$ cat config.mk
export PLATFORM = sky130hd
export DESIGN_NAME = ror_seq
export DESIGN_NICKNAME = d
export VERILOG_FILES = /design/src/rtl/alu_pkg.sv /design/src/rtl/ror_seq.sv
export SDC_FILE = /design/constraint.sdc
export NUM_CORES = 1
export LEC_CHECK = 0
export CAP_MARGIN = 15
export CORE_ASPECT_RATIO = 0.75
export CORE_MARGIN = 2
export CORE_UTILIZATION = 47
export CTS_BUF_LIST = sky130_fd_sc_hd__clkbuf_4 sky130_fd_sc_hd__clkbuf_8
export DETAILED_ROUTE_END_ITERATION = 10
export GPL_ROUTABILITY_DRIVEN = 0
export PLACE_DENSITY = 0.81
export SYNTH_ARGS = -nofsm -noshare
export SYNTH_HDL_FRONTEND = slang
export SYNTH_SLANG_ARGS = --single-unit
$ cat constraint.sdc
create_clock -name clock -period 1.8 [get_ports clock]
set_input_delay 0.18 -clock clock [delete_from_list [all_inputs] [get_ports clock]]
set_output_delay 0.18 -clock clock [all_outputs]
set_load 0.005 [all_outputs]
$ cat src/rtl/alu_pkg.sv
// Shared ALU constants and the rotate-right sequencer state type.
package alu_pkg;

    localparam int unsigned DATA_W  = 32;
    localparam int unsigned SHAMT_W = 5;

    // 2'b11 is unused; the sequencer steers it back to IDLE.
    typedef enum logic [1:0] {
        IDLE = 2'b00,
        ROT  = 2'b01,
        DONE = 2'b10
    } ror_state_t;

endpackage : alu_pkg

$ cat src/rtl/ror_seq.sv
// Multi-cycle rotate-right unit: rotates Rb right by Rc, one bit per clock.
// Ports:
//   clock - rising-edge clock
//   clear - asynchronous active-low reset
//   start - request, sampled only in IDLE
//   Rb    - operand, captured on the accepting edge
//   Rc    - rotate-right amount, captured on the accepting edge
//   Ra    - registered result, held until the next completion
//   busy  - high while rotating
//   done  - one-cycle pulse when Ra has been updated
module ror_seq
    import alu_pkg::*;
#(
    parameter int unsigned WIDTH = DATA_W,
    parameter int unsigned AMT_W = SHAMT_W
) (
    input  logic             clock,
    input  logic             clear,
    input  logic             start,
    input  logic [WIDTH-1:0] Rb,
    input  logic [AMT_W-1:0] Rc,
    output logic [WIDTH-1:0] Ra,
    output logic             busy,
    output logic             done
);

    ror_state_t       r_state;
    ror_state_t       w_state_nxt;
    logic [WIDTH-1:0] r_work;
    logic [AMT_W-1:0] r_cnt;
    logic             w_load;
    logic             w_step;
    logic             w_capture;
    logic             w_busy_nxt;
    logic             w_done_nxt;

    // State register; busy/done are registered alongside it.
    always_ff @(posedge clock or negedge clear) begin
        if (!clear) begin
            r_state <= IDLE;
            busy    <= 1'b0;
            done    <= 1'b0;
        end else begin
            r_state <= w_state_nxt;
            busy    <= w_busy_nxt;
            done    <= w_done_nxt;
        end
    end

    // Next-state and datapath control.
    always_comb begin
        w_state_nxt = IDLE;
        w_load      = 1'b0;
        w_step      = 1'b0;
        w_capture   = 1'b0;
        case (r_state)
            IDLE: begin
                if (start) begin
                    w_load      = 1'b1;
                    w_state_nxt = ROT;
                end else begin
                    w_state_nxt = IDLE;
                end
            end
            ROT: begin
                if (r_cnt != '0) begin
                    w_step      = 1'b1;
                    w_state_nxt = ROT;
                end else begin
                    w_capture   = 1'b1;
                    w_state_nxt = DONE;
                end
            end
            DONE:    w_state_nxt = IDLE;
            default: w_state_nxt = IDLE;
        endcase
        w_busy_nxt = (w_state_nxt == ROT);
        w_done_nxt = (w_state_nxt == DONE);
    end

    // Work register, countdown and result register.
    always_ff @(posedge clock or negedge clear) begin
        if (!clear) begin
            r_work <= '0;
            r_cnt  <= '0;
            Ra     <= '0;
        end else begin
            if (w_load) begin
                r_work <= Rb;
                r_cnt  <= Rc;
            end else if (w_step) begin
                r_work <= {r_work[0], r_work[WIDTH-1:1]};
                r_cnt  <= r_cnt - AMT_W'(1);
            end
            if (w_capture) begin
                Ra <= r_work;
            end
        end
    end

endmodule : ror_seq

After elaboration in Yosys (flattened, before gate mapping)
Cells that the tools add are included.
{"block": "totals", "regBits": 73, "out_inout_bits": 34, "wordCells": 26}
{"block": "op_classes", "add_sub_neg": 1, "eq_ne": 3, "n_mux": 13, "n_reduce_logical": 3}
{"cell": "32-bit two-way mux", "count": 2}
{"cell": "5-bit two-way mux", "count": 2}
{"cell": "1-bit two-way mux", "count": 7}
{"cell": "5-bit nonzero test", "count": 1}
{"cell": "5-bit by 1-bit subtractor with 5-bit output, second input constant", "count": 1}
{"cell": "2-bit by 1-bit equality test with 1-bit output, second input constant", "count": 2}
{"cell": "2-bit case mux with 2 select lines", "count": 1}
{"cell": "2-bit equality test, second input constant", "count": 1}
{"cell": "2-bit zero test", "count": 1}
{"cell": "2-bit two-way mux", "count": 1}
{"cell": "2-bit nonzero test", "count": 1}

Longest topological paths before layout
Gate-level depths: netlist (run 1).
{"block": "logic_depth", "ltp_word": 5, "ltp_mapped": 7, "depth_no_buf": 5}

Least setup slack after synthesis (run 1)
Ideal clock, no wire load.
{"block": "synth_timing", "path_type": "register -> register", "from": "reg r_cnt[0]", "to": "reg Ra[0]", "t_arrival_ns": 1.886, "required_ns": 1.675, "slack_ns": -0.211, "path_stages_with_launch": 8, "n_path_buf": 2, "period_less_slack_ns": 2.011, "path_cell_list": "dfrtp_1 > inv_1 > ha_1 > or3b_1 > or3_1 > buf_6 > buf_12 > mux2_4"}
{"block": "synth_between", "elab_chain_cells": 3}
{"element": "start: declaration", "line_no": "ror_seq.sv:30", "rtl": "logic [AMT_W-1:0] r_cnt;"}
{"element": "start signal: assignment", "line_no": "ror_seq.sv:90", "rtl": "r_cnt <= Rc;"}
{"element": "start signal: assignment", "line_no": "ror_seq.sv:93", "rtl": "r_cnt <= r_cnt - AMT_W'(1);"}
{"element": "5-bit nonzero test", "line_no": "ror_seq.sv:66", "rtl": "if (r_cnt != '0) begin"}
{"element": "1-bit two-way mux", "line_no": "ror_seq.sv:66"}
{"element": "1-bit two-way mux", "line_no": "ror_seq.sv:56", "rtl": "case (r_state)"}
{"element": "end signal: assignment", "line_no": "ror_seq.sv:96", "rtl": "Ra <= r_work;"}
{"element": "end: declaration", "line_no": "ror_seq.sv:22", "rtl": "output logic [WIDTH-1:0] Ra,"}
Every way passes these cells.
A chain may end at the register's enable or synchronous reset.

Worst setup path in the final report (run 1)
{"block": "layout_timing", "from": "reg r_cnt[1]", "to": "reg Ra[9]"}
Same word-level chain as after synthesis.

==> run summary, run 1 <==
CTS Buf Count -> 9
post-DR wirelength/cell -> 20.30 microns
initial antenna violation count -> 0
layout cells sized above 1 -> 30.36%
worst clock skew -> 0.007273 ns
Max stage delay on crit path -> 0.45 ns
1st-iter DRT viols -> 174
Final period util -> 113.3%
RSZ-0062 raised after global routing -> yes
chip width -> 101.2 microns
FF+latch count, synth -> 73
setup ws final -> -0.2401 ns
crit-path cells -> inv_2 > ha_4 > or3b_4 > or3_4 > buf_12 > mux2_4
Post-Syn Area -> 0.003331 sq mm
Vias/cell -> 5.837
fmax -> 0.4902 GHz
Root Buffer -> clkbuf_8
drt total wl -> 8995 microns
top post-synthesis cells by area -> dfrtp_1 55%, mux2_4 13%, o211ai_1 7.4%, a221o_1 4.8%, a211oi_1 3.6%
ys async rst share -> 100.0%
violated checks -> setup timing
worst slack, placed -> -0.3210 ns
all-layer global routing usage -> 23.76%
H-tree Lvls -> 3
Worst setup startpoint -> r_cnt[1]$_DFFE_PN0P_
grt ovf -> 0
post-route core utilization -> 70.49%
Synth Area per Inst -> 12.81 sq um
Arr. time, crit path -> 2.26 ns
CTS Buffer Depth -> 2
Buffers on Ports -> 73
status -> finished with violations
post-route insts no fill -> 443
Clock transition at path regs -> 0.07 ns
FF-to-FF Start -> r_cnt[1]$_DFFE_PN0P_
largest net degree at the start of global routing -> 48
Final HPWL DP -> 5273 microns
worst min-delay path class -> input port to asynchronous set/reset pin
Slew @ Worst Pin -> 0.4970 ns
Worst setup SP type -> register
sequential share of the synthesized area -> 54.85%
Commonest cells post-synth -> 73 x dfrtp_1, 33 x o211ai_1, 28 x mux2_4, 21 x inv_1, 21 x nand2_1
number of max-cap violations -> 0
vias in the first global route -> 2,634
Worst EP required -> 2.02 ns
Num Clock Sinks -> 73
slowest CP cell -> or3_4
CTS tree -> done
Tmin final -> 2.040 ns
kind of critical path -> register to register
commonest register cell after synthesis -> dfrtp_1
most frequent cell after synthesis -> dfrtp_1
diodes inserted -> 0
Worst slew margin -> 66.87%
count of cell types in the netlist -> 36
Initial Util -> 48.75%
Layout area overhead -> 44.59%
First-pass DRT Iterations -> 4
final setup violating endpoints -> 43
Leak -> 2.138 nW
final hold violations -> 0
EDFF count, synth -> 0
yosys synthesis warning count -> 0
full die area -> 0.007783 sq mm
Max Slew Vio Count -> 0
Pwr Density -> 1848 mW/mm^2
post-synth top area share -> 54.85%
syn nets -> 301
die height -> 76.91 microns
Max FO, Critical Path -> 9
Clock Latency Late Sink -> 0.34 ns
core area -> 0.006832 sq mm
drt drc -> 0
Mapped Cells -> 260
DR vias -> 2,586
post-placement cell count -> 420
fin nets -> 396
row cnt -> 26
Worst Setup End Kind -> register
ANT nets after route -> 0
largest area contributor in the netlist -> dfrtp_1
setup_tns -> -7.677 ns
wire length of the first global-routing pass -> 14,080 microns
VDD IR max -> 901.2 uV
# IOs -> 74
[critical path, delay by kind of cell, from the launching register on]
kind | cells | cell delay [ns]
AND/OR/NAND/NOR | 2 | 0.83
buffers and inverters | 2 | 0.28
flip-flops | 1 | 0.41
adder cells (fa/ha/maj) | 1 | 0.12
multiplexers | 1 | 0.29
[final timing paths]
kind / endpoint / slack [ns] / cells after the start
min: busy$_DFF_PN0_ / 0.29 / 2
min in group clock: r_cnt[1]$_DFFE_PN0P_ / 0.38 / 3
max: Ra[9]$_DFFE_PN0P_ / -0.24 / 6
max reg2reg: Ra[9]$_DFFE_PN0P_ / -0.24 / 6
min reg2reg: Ra[28]$_DFFE_PN0P_ / 0.51 / 1
max in group asynchronous: Ra[26]$_DFFE_PN0P_ / 0.96 / 3
[cells by family (layout without fill, tap and decap cells)]
kind of cell	after synthesis	count (layout)	synth area share [%]
buf+inv	41	140	6.386
flops	73	73	54.85
compound gates	76	76	18.11
simple gates	36	36	6.011
fa+ha+maj	1	1	0.3756
mux	33	33	14.27
[routing by layer]
metal,up-vias,GRT usage (%),share of wire [%]
met2,97,38.08,49
li1,1151,-,-
met1,1329,33.17,45
met3,9,6.108,5.3
met4,0,3.919,0.93
met5,-,0,0
[repair_timing]
action                                 in CTS  in global routing
hold buffers                                1                  0
setup endpoints to repair                  51                 51
endpoints found under the hold margin      26                  0
cloned                                      2                  2
setup buffers                               1                  3
gates resized for setup                    28                 10
pin swaps                                   6                 11
[cell usage in the layout, fill, tap and decap left out, types with 2 or more instances in the layout]
master,instances
a211oi_2,12
a211oi_4,4
a221o_1,16
buf_12,5
buf_16,2
buf_4,18
buf_6,2
buf_8,2
bufinv_16,3
clkbuf_16,2
clkbuf_8,9
clkdlybuf4s50_1,72
clkinv_2,2
dfrtp_1,73
inv_1,19
inv_2,2
mux2_2,3
mux2_4,29
nand2_1,21
nand3_1,2
o211ai_1,33
o21ai_0,3
[flip-flops by register name, indices dropped and copies added (netlist names)]
name	cells
Ra	32
busy	1
done	1
r_cnt	5
r_state	2
r_work	32
[report_power, final]
| part | switching (mW) | internal [mW] |
|---|---|---|
| Clock | 0.598 | 0.908 |
| Sequential | 0.539 | 2.44 |
| Combinational | 1.90 | 2.51 |
[through the flow]
step	hold slack [ns]	total power [mW]	cell area (sq um)
final	0.2906	8.898	4816
after global placement	0.1218	6.626	4278
after floorplan	-0.1156	5.102	3336
after detailed placement	0.1254	6.768	4278
after global routing	0.3036	9.387	4816
after CTS	0.2917	8.618	4697
[cell type report]
class	instances	area (sq um)
Sequential cell	73	1827
Clock buffer	9	123.9
Tap cell	84	105.1
Fill cell	463	2016
Timing Repair Buffer	104	1124
Inverter	21	78.83
Multi-Input combinational cell	146	1450
Clock inverter	6	107.6
Note: power is estimated with default switching activity, not from simulation.
==> run 2, diff against run 1 <==
--- a/config.mk
+++ b/config.mk
@@ -5,10 +5,13 @@
 export SDC_FILE = /design/constraint.sdc
 export NUM_CORES = 1
 export LEC_CHECK = 0
+export ABC_AREA = 0
 export CAP_MARGIN = 15
+export CELL_PAD_IN_SITES_DETAIL_PLACEMENT = 0
+export CELL_PAD_IN_SITES_GLOBAL_PLACEMENT = 2
 export CORE_ASPECT_RATIO = 0.75
 export CORE_MARGIN = 2
-export CORE_UTILIZATION = 47
+export CORE_UTILIZATION = 31
 export CTS_BUF_LIST = sky130_fd_sc_hd__clkbuf_4 sky130_fd_sc_hd__clkbuf_8
 export DETAILED_ROUTE_END_ITERATION = 10
 export GPL_ROUTABILITY_DRIVEN = 0
==> run 2 against run 1 <==
  * The run still ends with setup timing left
  * Final cell count grew 12%
  * Sequential power is essentially flat
  * Power grew 0.78%
  * Non-clock buffer count shrank 1
  * Sequential cell count is the same
  * Worst hold slack gained 0.039 ns
  * Via count shrank 2.9%
  * Critical endpoint is now Ra[25]$_DFFE_PN0P_
==> run summary, run 2 (synthesis gave the netlist of run 1 again) <==
CTS Buf Count -> 9
die height -> 93.77 microns
Root Buffer -> clkbuf_8
1st-iter DRT viols -> 145
Worst EP required -> 2.04 ns
Max stage delay on crit path -> 0.41 ns
commonest non-fill, non-tap cell in the layout -> dfrtp_1
final setup violating endpoints -> 56
fmax -> 0.5093 GHz
diodes inserted -> 0
all-layer global routing usage -> 16.03%
grt ovf -> 0
final hold violations -> 0
full die area -> 0.01160 sq mm
chip width -> 123.7 microns
largest net degree at the start of global routing -> 40
Tmin final -> 1.964 ns
crit-path cells -> inv_2 > ha_4 > or3b_4 > or3_4 > buf_12 > mux2_4
Final HPWL DP -> 5794 microns
CTS tree -> done
post-route core utilization -> 46.78%
wire length of the first global-routing pass -> 14,140 microns
drt drc -> 0
worst min-delay path class -> input port to asynchronous set/reset pin
worst clock skew -> 0.006944 ns
kind of critical path -> register to register
largest registers -> Ra (32), r_work (32), r_cnt (5)
Slew @ Worst Pin -> 0.4756 ns
slowest CP cell -> dfrtp_1
H-tree Lvls -> 3
Worst slew margin -> 68.29%
drt total wl -> 8854 microns
Initial Util -> 32.12%
Clock transition at path regs -> 0.07 ns
Arr. time, crit path -> 2.20 ns
Worst setup SP type -> register
RSZ-0062 raised after global routing -> yes
violated checks -> setup timing
most frequent cells in the layout -> 73 x dfrtp_1, 72 x clkdlybuf4s50_1, 33 x o211ai_1
number of max-cap violations -> 0
setup ws final -> -0.1637 ns
Vias/cell -> 5.073
Num Clock Sinks -> 73
Final period util -> 109.1%
Worst setup startpoint -> r_cnt[1]$_DFFE_PN0P_
post-DR wirelength/cell -> 17.89 microns
DR vias -> 2,511
row cnt -> 32
fill cell count -> 912
Layout area overhead -> 45.64%
CTS Buffer Depth -> 2
layout cells sized above 1 -> 31.75%
core area -> 0.01037 sq mm
vias in the first global route -> 2,667
Clock Latency Late Sink -> 0.35 ns
VDD IR max -> 545.9 uV
FF-to-FF Start -> r_cnt[1]$_DFFE_PN0P_
status -> finished with violations
Buffers on Ports -> 73
Max Slew Vio Count -> 0
# IOs -> 74
ANT nets after route -> 0
First-pass DRT Iterations -> 4
Power Total -> 8.967 mW
initial antenna violation count -> 0
Leak -> 2.129 nW
worst slack, placed -> -0.2576 ns
Pwr Density -> 1849 mW/mm^2
fin nets -> 395
Max FO, Critical Path -> 19
Worst Setup End Kind -> register
## run 2: changes by cell type in the layout (fill, tap and decap cells not counted), moves of 2 or more
cell / delta
a211oi_2: +4
a211oi_4: -4
buf_6: +2
clkbuf_16: -2
nand2_1: -2
nand2_2: +2
## run 2: per-layer routing
layer  up-vias  track usage, %  wire length [microns]
li1       1151               -                      -
met1      1256           21.91                   4242
met2        88           24.73                   3989
met3        16           4.066                    453
met4         0           5.492                    170
met5         -               0                      0
## run 2: final timing paths
kind,endpoint,slack [ns],cells past startpoint
worst min register to register,Ra[8]$_DFFE_PN0P_,0.50,1
max in group asynchronous,Ra[27]$_DFFE_PN0P_,0.91,3
min in group clock,r_cnt[4]$_DFFE_PN0P_,0.38,3
worst min-delay path,Ra[6]$_DFFE_PN0P_,0.33,2
worst max-delay path,Ra[25]$_DFFE_PN0P_,-0.16,6
worst max register to register,Ra[25]$_DFFE_PN0P_,-0.16,6
## run 2: repair_timing
action | in CTS | in global routing
hold endpoints to repair | 34 | 0
resized for setup | 28 | 18
buffers inserted | 2 | 1
hold buffers | 1 | 0
pin swaps | 5 | 16
gates cloned | 2 | 1
setup endpoints to repair | 68 | 68
## run 2: worst max-delay path, delay by kind of cell, from the launching register on
kind,cells,cell delay (ns)
buf+inv,2,0.26
flops,1,0.41
fa+ha+maj,1,0.13
mux,1,0.30
simple gates,2,0.74
## run 2: metrics by stage
step | hold slack, ns | instances | cell area, sq um | setup TNS, ns
global route | 0.3611 | 495 | 4851 | -9.665
global placement | 0.1712 | 473 | 4350 | -8.696
floorplan | -0.1156 | 260 | 3336 | -5.695
CTS | 0.3338 | 494 | 4778 | -3.803
finish | 0.3297 | 495 | 4851 | -5.844
detailed placement | 0.1775 | 473 | 4350 | -9.944
## run 2: layout make-up
type	instances	area, sq um	area share [%]
Clock inverter	5	78.83	1.625
Tap cell	136	170.2	3.508
Clock buffer	11	145.1	2.992
Multi-Input combinational cell	146	1458	30.05
Sequential cell	73	1827	37.66
Timing Repair Buffer	103	1094	22.54
Inverter	21	78.83	1.625
## run 2: power by group
part | internal [mW] | total (mW) | switching, mW | leakage [nW]
Clock | 0.831 | 1.44 | 0.605 | 0.117
Sequential | 2.44 | 2.98 | 0.532 | 0.900
Combinational | 2.63 | 4.55 | 1.92 | 1.11
